File: src/rtl/fifo_sync_pkg.sv
// Shared helpers for async FIFO pointer synchronisers.
// Gray/binary conversion and single-bit-change detection.
package fifo_sync_pkg;

  localparam int MIN_SYNC_STAGES = 2;
  localparam int MAX_SYNC_STAGES = 4;
  localparam int PTR_MAXW        = 32;

  typedef logic [PTR_MAXW-1:0] ptr_wide_t;

  // Callers zero-extend narrower pointers; leading zeros convert to zeros.
  function automatic ptr_wide_t gray2bin(input ptr_wide_t g);
    ptr_wide_t b;
    b[PTR_MAXW-1] = g[PTR_MAXW-1];
    for (int i = PTR_MAXW-2; i >= 0; i--) begin
      b[i] = b[i+1] ^ g[i];
    end
    return b;
  endfunction

  function automatic ptr_wide_t bin2gray(input ptr_wide_t b);
    return b ^ (b >> 1);
  endfunction

  function automatic logic onehot0_change(
    input ptr_wide_t a,
    input ptr_wide_t b
  );
    ptr_wide_t d;
    int        n;
    d = a ^ b;
    n = 0;
    for (int i = 0; i < PTR_MAXW; i++) begin
      n += int'(d[i]);
    end
    return n <= 1;
  endfunction

endpackage

File: src/rtl/sync_chain.sv
// Generic N-flop bus synchroniser.
// Async active-low reset, synchronous clear.
module sync_chain #(
  parameter int WIDTH  = 1,
  parameter int STAGES = 2
) (
  input  logic             clk,
  input  logic             rst,
  input  logic             clr,
  input  logic [WIDTH-1:0] d,
  output logic [WIDTH-1:0] q
);

  logic [WIDTH-1:0] s [STAGES];

  always_ff @(posedge clk or negedge rst) begin
    if (!rst) begin
      for (int i = 0; i < STAGES; i++) begin
        s[i] <= '0;
      end
    end else if (clr) begin
      for (int i = 0; i < STAGES; i++) begin
        s[i] <= '0;
      end
    end else begin
      s[0] <= d;
      for (int i = 1; i < STAGES; i++) begin
        s[i] <= s[i-1];
      end
    end
  end

  assign q = s[STAGES-1];

endmodule

File: src/rtl/gray_ptr_sync.sv
// Gray pointer synchroniser for async FIFOs.
// Registered Gray/binary outputs, update pulse, flush refill, error flag.
module gray_ptr_sync
  import fifo_sync_pkg::*;
#(
  parameter int ADDRBITS  = 8,
  parameter int STAGES    = 2,
  parameter int ERR_CHECK = 1
) (
  input  logic              clk_out,
  input  logic              rst,
  input  logic              sync_flush,
  input  logic [ADDRBITS:0] gray_ptr_in,
  input  logic              err_clr,
  output logic [ADDRBITS:0] sync_gray_ptr,
  output logic [ADDRBITS:0] sync_bin_ptr,
  output logic              ptr_update,
  output logic              flush_busy,
  output logic              gray_err
);

  localparam int PW = ADDRBITS + 1;
  localparam int CW = $clog2(MAX_SYNC_STAGES + 2);
  localparam logic [CW-1:0] REFILL = CW'(STAGES + 1);

  if (STAGES < MIN_SYNC_STAGES || STAGES > MAX_SYNC_STAGES) begin : g_bad_stages
    $error("gray_ptr_sync: STAGES must be 2..4");
  end
  if (PW > PTR_MAXW) begin : g_bad_width
    $error("gray_ptr_sync: pointer too wide");
  end

  logic [PW-1:0] s_last;
  logic [PW-1:0] bin_next;
  logic [CW-1:0] refill_cnt;
  logic          changed;
  logic          cmp_valid;

  sync_chain #(
    .WIDTH  (PW),
    .STAGES (STAGES)
  ) u_chain (
    .clk (clk_out),
    .rst (rst),
    .clr (sync_flush),
    .d   (gray_ptr_in),
    .q   (s_last)
  );

  assign bin_next   = PW'(gray2bin(PTR_MAXW'(s_last)));
  assign changed    = s_last != sync_gray_ptr;
  assign flush_busy = refill_cnt != '0;

  // cmp_valid drops across a flush so the refill jump is not an error.
  always_ff @(posedge clk_out or negedge rst) begin
    if (!rst) begin
      sync_gray_ptr <= '0;
      sync_bin_ptr  <= '0;
      ptr_update    <= 1'b0;
      refill_cnt    <= '0;
      cmp_valid     <= 1'b1;
    end else if (sync_flush) begin
      sync_gray_ptr <= '0;
      sync_bin_ptr  <= '0;
      ptr_update    <= 1'b0;
      refill_cnt    <= REFILL;
      cmp_valid     <= 1'b0;
    end else if (flush_busy) begin
      sync_gray_ptr <= '0;
      sync_bin_ptr  <= '0;
      ptr_update    <= 1'b0;
      refill_cnt    <= refill_cnt - 1'b1;
    end else begin
      sync_gray_ptr <= s_last;
      sync_bin_ptr  <= bin_next;
      ptr_update    <= changed;
      cmp_valid     <= 1'b1;
    end
  end

  if (ERR_CHECK != 0) begin : g_err
    logic multi;
    logic err_set;

    assign multi   = !onehot0_change(PTR_MAXW'(s_last),
                                     PTR_MAXW'(sync_gray_ptr));
    assign err_set = multi && cmp_valid && !sync_flush && !flush_busy;

    always_ff @(posedge clk_out or negedge rst) begin
      if (!rst) begin
        gray_err <= 1'b0;
      end else if (err_set) begin
        gray_err <= 1'b1;
      end else if (err_clr) begin
        gray_err <= 1'b0;
      end
    end
  end else begin : g_no_err
    assign gray_err = 1'b0;
  end

endmodule
File: config.mk
export PLATFORM = sky130hd
export DESIGN_NAME = gray_ptr_sync
export DESIGN_NICKNAME = d
export VERILOG_FILES = /design/src/rtl/fifo_sync_pkg.sv /design/src/rtl/sync_chain.sv /design/src/rtl/gray_ptr_sync.sv
export SDC_FILE = /design/constraint.sdc
export NUM_CORES = 1
export LEC_CHECK = 0
export BUFFER_PORTS_ARGS = -buffer_cell sky130_fd_sc_hd__buf_2
export CAP_MARGIN = 15
export CORE_AREA = 2 2 71 73
export CTS_BUF_LIST = sky130_fd_sc_hd__clkbuf_8 sky130_fd_sc_hd__clkbuf_16
export CTS_CLUSTER_SIZE = 20
export DETAILED_ROUTE_END_ITERATION = 8
export DIE_AREA = 0 0 73 75
export GPL_TIMING_DRIVEN = 0
export PLACE_DENSITY = 0.67
export SYNTH_ARGS = -nofsm -noshare
export SYNTH_HDL_FRONTEND = slang
export SYNTH_SLANG_ARGS = --single-unit
File: constraint.sdc
create_clock -name clk_out -period 5.92 [get_ports clk_out]
set_input_delay 0.888 -clock clk_out [delete_from_list [all_inputs] [get_ports clk_out]]
set_output_delay 0.888 -clock clk_out [all_outputs]
set_load 0.01 [all_outputs]
======== Word level (Yosys, flattened, before mapping) ========
Cells that the tools add are included.
word-level totals
  logic and storage cells ................. 74
  input port bits ......................... 13
  ROM bits ................................ 0
  memories kept ........................... 0
  bits in registers ....................... 42
  latch bits .............................. 0
  RAM bits ................................ 0
  output and inout port bits .............. 21
cells by class
  bitwise operators ....................... 9
  multiplexer cells ....................... 13
  equality and inequality tests ........... 2
  $mul .................................... 0
  reduce and logical (&&, ||, !) cells .... 9
  div/mod/pow operators ................... 0
  add/subtract/negate cells ............... 32
  $lt $le $gt $ge ......................... 1
  shift-type cells ........................ 0
operator list
  kind                                                  number
  2-to-1 mux 9 bit                                      4
  adder 31 x 1 -> 32 bit, second input constant         1
  <= comparator 32 x 2 -> 1 bit, second input constant  1
  adder 30 x 1 -> 31 bit, second input constant         1
  adder 29 x 1 -> 30 bit, second input constant         1
  adder 28 x 1 -> 29 bit, second input constant         1
  adder 27 x 1 -> 28 bit, second input constant         1
  adder 26 x 1 -> 27 bit, second input constant         1
  adder 25 x 1 -> 26 bit, second input constant         1
  adder 24 x 1 -> 25 bit, second input constant         1
  adder 23 x 1 -> 24 bit, second input constant         1
  adder 22 x 1 -> 23 bit, second input constant         1
  adder 21 x 1 -> 22 bit, second input constant         1
  adder 20 x 1 -> 21 bit, second input constant         1
  adder 19 x 1 -> 20 bit, second input constant         1
  adder 18 x 1 -> 19 bit, second input constant         1
  adder 17 x 1 -> 18 bit, second input constant         1
  2-to-1 mux 18 bit                                     1
  adder 16 x 1 -> 17 bit, second input constant         1
  adder 15 x 1 -> 16 bit, second input constant         1
  adder 14 x 1 -> 15 bit, second input constant         1
  adder 13 x 1 -> 14 bit, second input constant         1
  adder 12 x 1 -> 13 bit, second input constant         1
  adder 11 x 1 -> 12 bit, second input constant         1
  21 further kinds                                      39

======== Logic depth before layout (Yosys ltp) ========
  depth in word-level cells ............... 38
  depth in mapped cells ................... 11

======== By module ========
From an unflattened synthesis, not the netlist that was laid out.
unflattened totals
  cells, all modules ...................... 148
  area total of the unflattened synthesis .. 1,874.3 um^2
by module, submodules not included
  module         times used  area each (um^2)  seq. area each (um^2)  cells each
  gray_ptr_sync  1           1,227.4           576.8                  102
  sync_chain     1           646.9             450.4                  46

======== Worst setup path before layout ========
OpenSTA, ideal clock, no wires.
  path kind ............................... register to register
  start ................................... register u_chain.s (netlist bit u_chain.q[1])
  end ..................................... register gray_err
  setup time .............................. 122 ps
  arrival time ............................ 3,448 ps
  path buffers ............................ 0
  slack ................................... 2,350 ps
  data required time ...................... 5,798 ps
  period minus slack after synthesis ...... 3,570 ps
  cell stages (with the launch flop) ...... 10
  cells stage by stage .................... dfrtp_1 xnor2_1 fa_1 fa_1 fa_1 fa_1 inv_1 fa_1 o21bai_1 a32o_1
between the ends
  longest elaborated chain between the ends .. 38
ends and longest elaborated chain
  item                                                           RTL line             source
  start, declared                                                sync_chain.sv:14     logic [WIDTH-1:0] s [STAGES];
  start signal, assigned by index                                sync_chain.sv:28     s[i] <= s[i-1];
  bitwise XOR 9 bit *                                            fifo_sync_pkg.sv:31  d = a ^ b;
  adder 1 x 1 -> 2 bit *                                         fifo_sync_pkg.sv:34  n += int'(d[i]);
  adder 2 x 1 -> 3 bit *                                         fifo_sync_pkg.sv:34
  adder 3 x 1 -> 4 bit *                                         fifo_sync_pkg.sv:34
  adder 4 x 1 -> 5 bit *                                         fifo_sync_pkg.sv:34
  adder 5 x 1 -> 6 bit *                                         fifo_sync_pkg.sv:34
  adder 6 x 1 -> 7 bit *                                         fifo_sync_pkg.sv:34
  adder 7 x 1 -> 8 bit *                                         fifo_sync_pkg.sv:34
  [20 not listed]                                                n/a
  adder 28 x 1 -> 29 bit *                                       fifo_sync_pkg.sv:34
  adder 29 x 1 -> 30 bit *                                       fifo_sync_pkg.sv:34
  adder 30 x 1 -> 31 bit *                                       fifo_sync_pkg.sv:34
  adder 31 x 1 -> 32 bit *                                       fifo_sync_pkg.sv:34
  <= comparator 32 x 2 -> 1 bit *                                fifo_sync_pkg.sv:36  return n <= 1;
  logical NOT 1 bit *                                            gray_ptr_sync.sv:85  assign multi = !onehot0_change(PTR_MAXW'(s_last),
  logical AND 1 bit * (3 in series)                              gray_ptr_sync.sv:87  assign err_set = multi && cmp_valid && !sync_flush && !flush_busy;
  2-to-1 mux 1 bit / nonzero test 2 bit (equally long branches)  n/a
  end signal, assigned                                           gray_ptr_sync.sv:91  gray_err <= 1'b0;
  end signal, assigned                                           gray_ptr_sync.sv:93  gray_err <= 1'b1;
  end signal, assigned                                           gray_ptr_sync.sv:95  gray_err <= 1'b0;
  end, declared                                                  gray_ptr_sync.sv:19  output logic gray_err
Every way passes the cells marked *; elsewhere a longest branch is shown, timed or not.
A chain may end at the register's enable or synchronous reset.

======== Final worst setup path ========
Ends and elaborated chain as after synthesis.

==> impl_metrics.env <==
export IMPL_cts_resized=0
export IMPL_cts_root_buf="clkbuf_8"
export IMPL_cp_slowest_cell="fa_1"
export IMPL_hold_class="flop to flop"
export IMPL_ys_seq_elements=41
export IMPL_worst_r2r_endpoint="gray_err$_DFFE_PN0P_"
export IMPL_fp_dieArea_um2=5480
export IMPL_tightest_slew_ns=0.862
export IMPL_clock_path_buffers=2
export IMPL_hold_viol=0
export IMPL_grtUsageTotal_pct=11.4
export IMPL_whs_path_depth=2
export IMPL_nets=203
export IMPL_async_flop_share_pct=100
export IMPL_drt_wl_total_mm=2.69
export IMPL_power_leakage_nw=1.10
export IMPL_initialDrtViolationCount=27
export IMPL_fin_crit_sh_pct=64.2
export IMPL_ff2ff_setup_slack_ns=2.12
export IMPL_h_tree_depth=2
export IMPL_cts_sinks=41
export IMPL_clkTransAtPathRegs_ns=0.07
export IMPL_grt_pass1_wl_mm=4.66
export IMPL_r2r_start="u_chain.q[1]$_DFF_PN0_"
export IMPL_vias_per_cell=4.36
export IMPL_num_rows=25
export IMPL_cts_hold_buf=0
export IMPL_fillers=425
export IMPL_setup_viol=0
export IMPL_drcViolationCount=0
export IMPL_clk_latency_ns=0.28
export IMPL_grt_ovfl_total=0
export IMPL_core_um2=4660
export IMPL_grt_pass1_vias=1053
export IMPL_path_common_cell="fa_1"
export IMPL_yosysMostFrequentCell="dfrtp_1"
export IMPL_start_kind="flop"
export IMPL_layout_drive_gt1_share_pct=26.1
export IMPL_instances_no_fill=234
export IMPL_final_core_util_pct=45.5
export IMPL_hpwl_mm=2.04
export IMPL_cp_max_fo=4
export IMPL_critPathKind="flop to flop"
export IMPL_synth_top_cells_by_count="dfrtp_1 (40), nor2b_1 (18), xnor2_1 (13), nor2_1 (12), and2_1 (9)"
export IMPL_worstRegToRegCells=11
export IMPL_synth_cell_types=25
export IMPL_fin_tns_setup_ns=0
export IMPL_ant_nets=0
export IMPL_max_stage_delay_ns=0.54
export IMPL_grt_max_degree=42
export IMPL_vdd_drop_max_v=0.000124
export IMPL_crit_start="u_chain.q[1]$_DFF_PN0_"
export IMPL_fmax_mhz=263
export IMPL_finalClockSkew_ns=0.00328
export IMPL_synth_area_um2=1800
export IMPL_postSynthNetCount=163
export IMPL_area_delta_synth_final_pct=18.0
export IMPL_syn_inst=140
export IMPL_antenna_found_initial=0
export IMPL_drv_slew=0
export IMPL_critPathCaptureType="flop"
export IMPL_place_inst=227
export IMPL_cp_endpoint="gray_err$_DFFE_PN0P_"
export IMPL_hold_slack_ns=0.460
export IMPL_synth_yosys_warnings=0
export IMPL_post_drt_wl_per_cell_um=11.5
export IMPL_worstPathRequired_ns=6.09
export IMPL_antenna_cells=0
export IMPL_syn_avg_cell_area_um2=12.8
export IMPL_cts_made_buffers=5
export IMPL_yosysTopAreaCellShare_pct=55.7
export IMPL_synth_enable_flop_cells=0
export IMPL_outcome="finished, final reports clean"
export IMPL_post_cts_buffers=0
export IMPL_place_congestion=0.733
export IMPL_crit_chain="xnor2_1 -> fa_1 -> fa_1 -> fa_1 -> fa_1 -> inv_1 -> fa_1 -> nand2_1 -> a211oi_1 -> o21bai_1 -> a32o_1"
export IMPL_relSlewSlack_pct=42.5
export IMPL_yosys_area_top_type="dfrtp_1"
export IMPL_ys_flop_type="dfrtp_1"
export IMPL_drt_first_pass_iters=4
export IMPL_power_density_nw_per_um2=264
export IMPL_synthTopCellsByArea="dfrtp_1 (56%), xnor2_1 (6.3%), nor2b_1 (6.3%)"
export IMPL_start_util_pct=38.6
export IMPL_io_pins=34
export IMPL_synth_yosys_seq_area_share_pct=57.1
export IMPL_port_buffers=33
export IMPL_cp_arrival_ns=3.97
export IMPL_fp_dieW_um=73
export IMPL_min_period_ns=3.80
export IMPL_cap_violations=0
export IMPL_die_h_um=75
export IMPL_rsz0062_at_grt="no"
export IMPL_num_vias=1020
export IMPL_power_mw=0.560
export IMPL_cts_tree="done"
[cell type report]
| cell class | instances | area, um^2 | area share, % |
|---|---|---|---|
| plain buffers | 6 | 26.3 | 1.24 |
| clock buffers | 6 | 82.6 | 3.89 |
| clock inverters | 1 | 7.51 | 0.354 |
| inverters | 8 | 30.0 | 1.42 |
| multi-input cells | 85 | 714 | 33.7 |
| flip-flops and latches | 41 | 1030 | 48.4 |
| well taps | 54 | 67.6 | 3.19 |
| repair buffers | 33 | 165 | 7.79 |
[per-stage QoR]
stage                     area [um^2]  worst slack (ns)
final                            2120              2.12
after global routing             2120              1.87
after CTS                        2120              2.09
after detailed placement         2030              2.11
after global placement           2030              2.18
after floorplan                  1800              2.35
[per-layer routing]
layer	wire length, um	vias up	track usage (%)
met4	44	0	4.12
met1	1200	477	14.1
met3	128	5	3.75
li1	-	507	-
met2	1310	31	18.7
met5	0	-	0
[power breakdown]
part	total (mW)	leakage, nW	internal [mW]	switching (mW)
Combinational	0.0797	0.512	0.0388	0.0408
Clock	0.180	0.0433	0.0920	0.0880
Sequential	0.300	0.547	0.293	0.00712
Total	0.560	1.10	0.424	0.136
[placed cells by master (no fill, tap or decap), drive strengths merged]
cell type  count
o21bai         1
xor2           3
clkinvlp       1
nand2b         3
clkbuf        11
and2          11
o21ai          1
inv            8
or2            1
a32o           1
nor2b         18
xnor2         13
a211oi         1
buf           34
xnor3          4
nand2          2
nand4          2
dfstp          1
mux2i          1
fa             5
a21oi          1
dfrtp         40
nor2          12
ha             5
[worst min-delay path by stage]
stage / start / endpoint / slack, ns
CTS: cmp_valid$_DFFE_PN1P_ / cmp_valid$_DFFE_PN1P_ / 0.46
floorplan: u_chain.s[9]$_DFF_PN0_ / u_chain.q[0]$_DFF_PN0_ / 0.44
global placement: u_chain.s[12]$_DFF_PN0_ / u_chain.q[3]$_DFF_PN0_ / 0.45
finish: cmp_valid$_DFFE_PN1P_ / cmp_valid$_DFFE_PN1P_ / 0.46
global route: cmp_valid$_DFFE_PN1P_ / cmp_valid$_DFFE_PN1P_ / 0.48
detailed placement: u_chain.s[12]$_DFF_PN0_ / u_chain.q[3]$_DFF_PN0_ / 0.45
[flip-flops by register name, indices dropped and copies added, names as in the netlist]
| register | cells |
|---|---|
| u_chain.s | 9 |
| cmp_valid | 1 |
| gray_err | 1 |
| sync_bin_ptr | 9 |
| u_chain.q | 9 |
| refill_cnt | 3 |
| sync_gray_ptr | 8 |
| ptr_update | 1 |
[logic make-up (layout without fill, tap and decap cells)]
| family | after synthesis | after routing | share of synthesized area [%] |
|---|---|---|---|
| AO/OA/AOI/OAI | 5 | 5 | 1.95 |
| multiplexers | 1 | 1 | 0.557 |
| XOR/XNOR | 20 | 20 | 12.9 |
| adder cells (fa/ha/maj) | 10 | 10 | 9.05 |
| AND/OR/NAND/NOR | 49 | 49 | 15.2 |
| buffers and inverters | 14 | 54 | 3.13 |
| flip-flops | 41 | 41 | 57.1 |
[critical path, delay by kind of cell, from the launching register on]
| kind | cells | cell delay [ns] |
|---|---|---|
| DFF | 1 | 0.44 |
| xor gates and xnor gates | 1 | 0.29 |
| buffers and inverters | 1 | 0.11 |
| adders and majority gates | 5 | 2.18 |
| AOI/OAI and AO/OA | 3 | 0.59 |
| and+or+nand+nor | 1 | 0.07 |
Power figures use the tool's default switching activity.
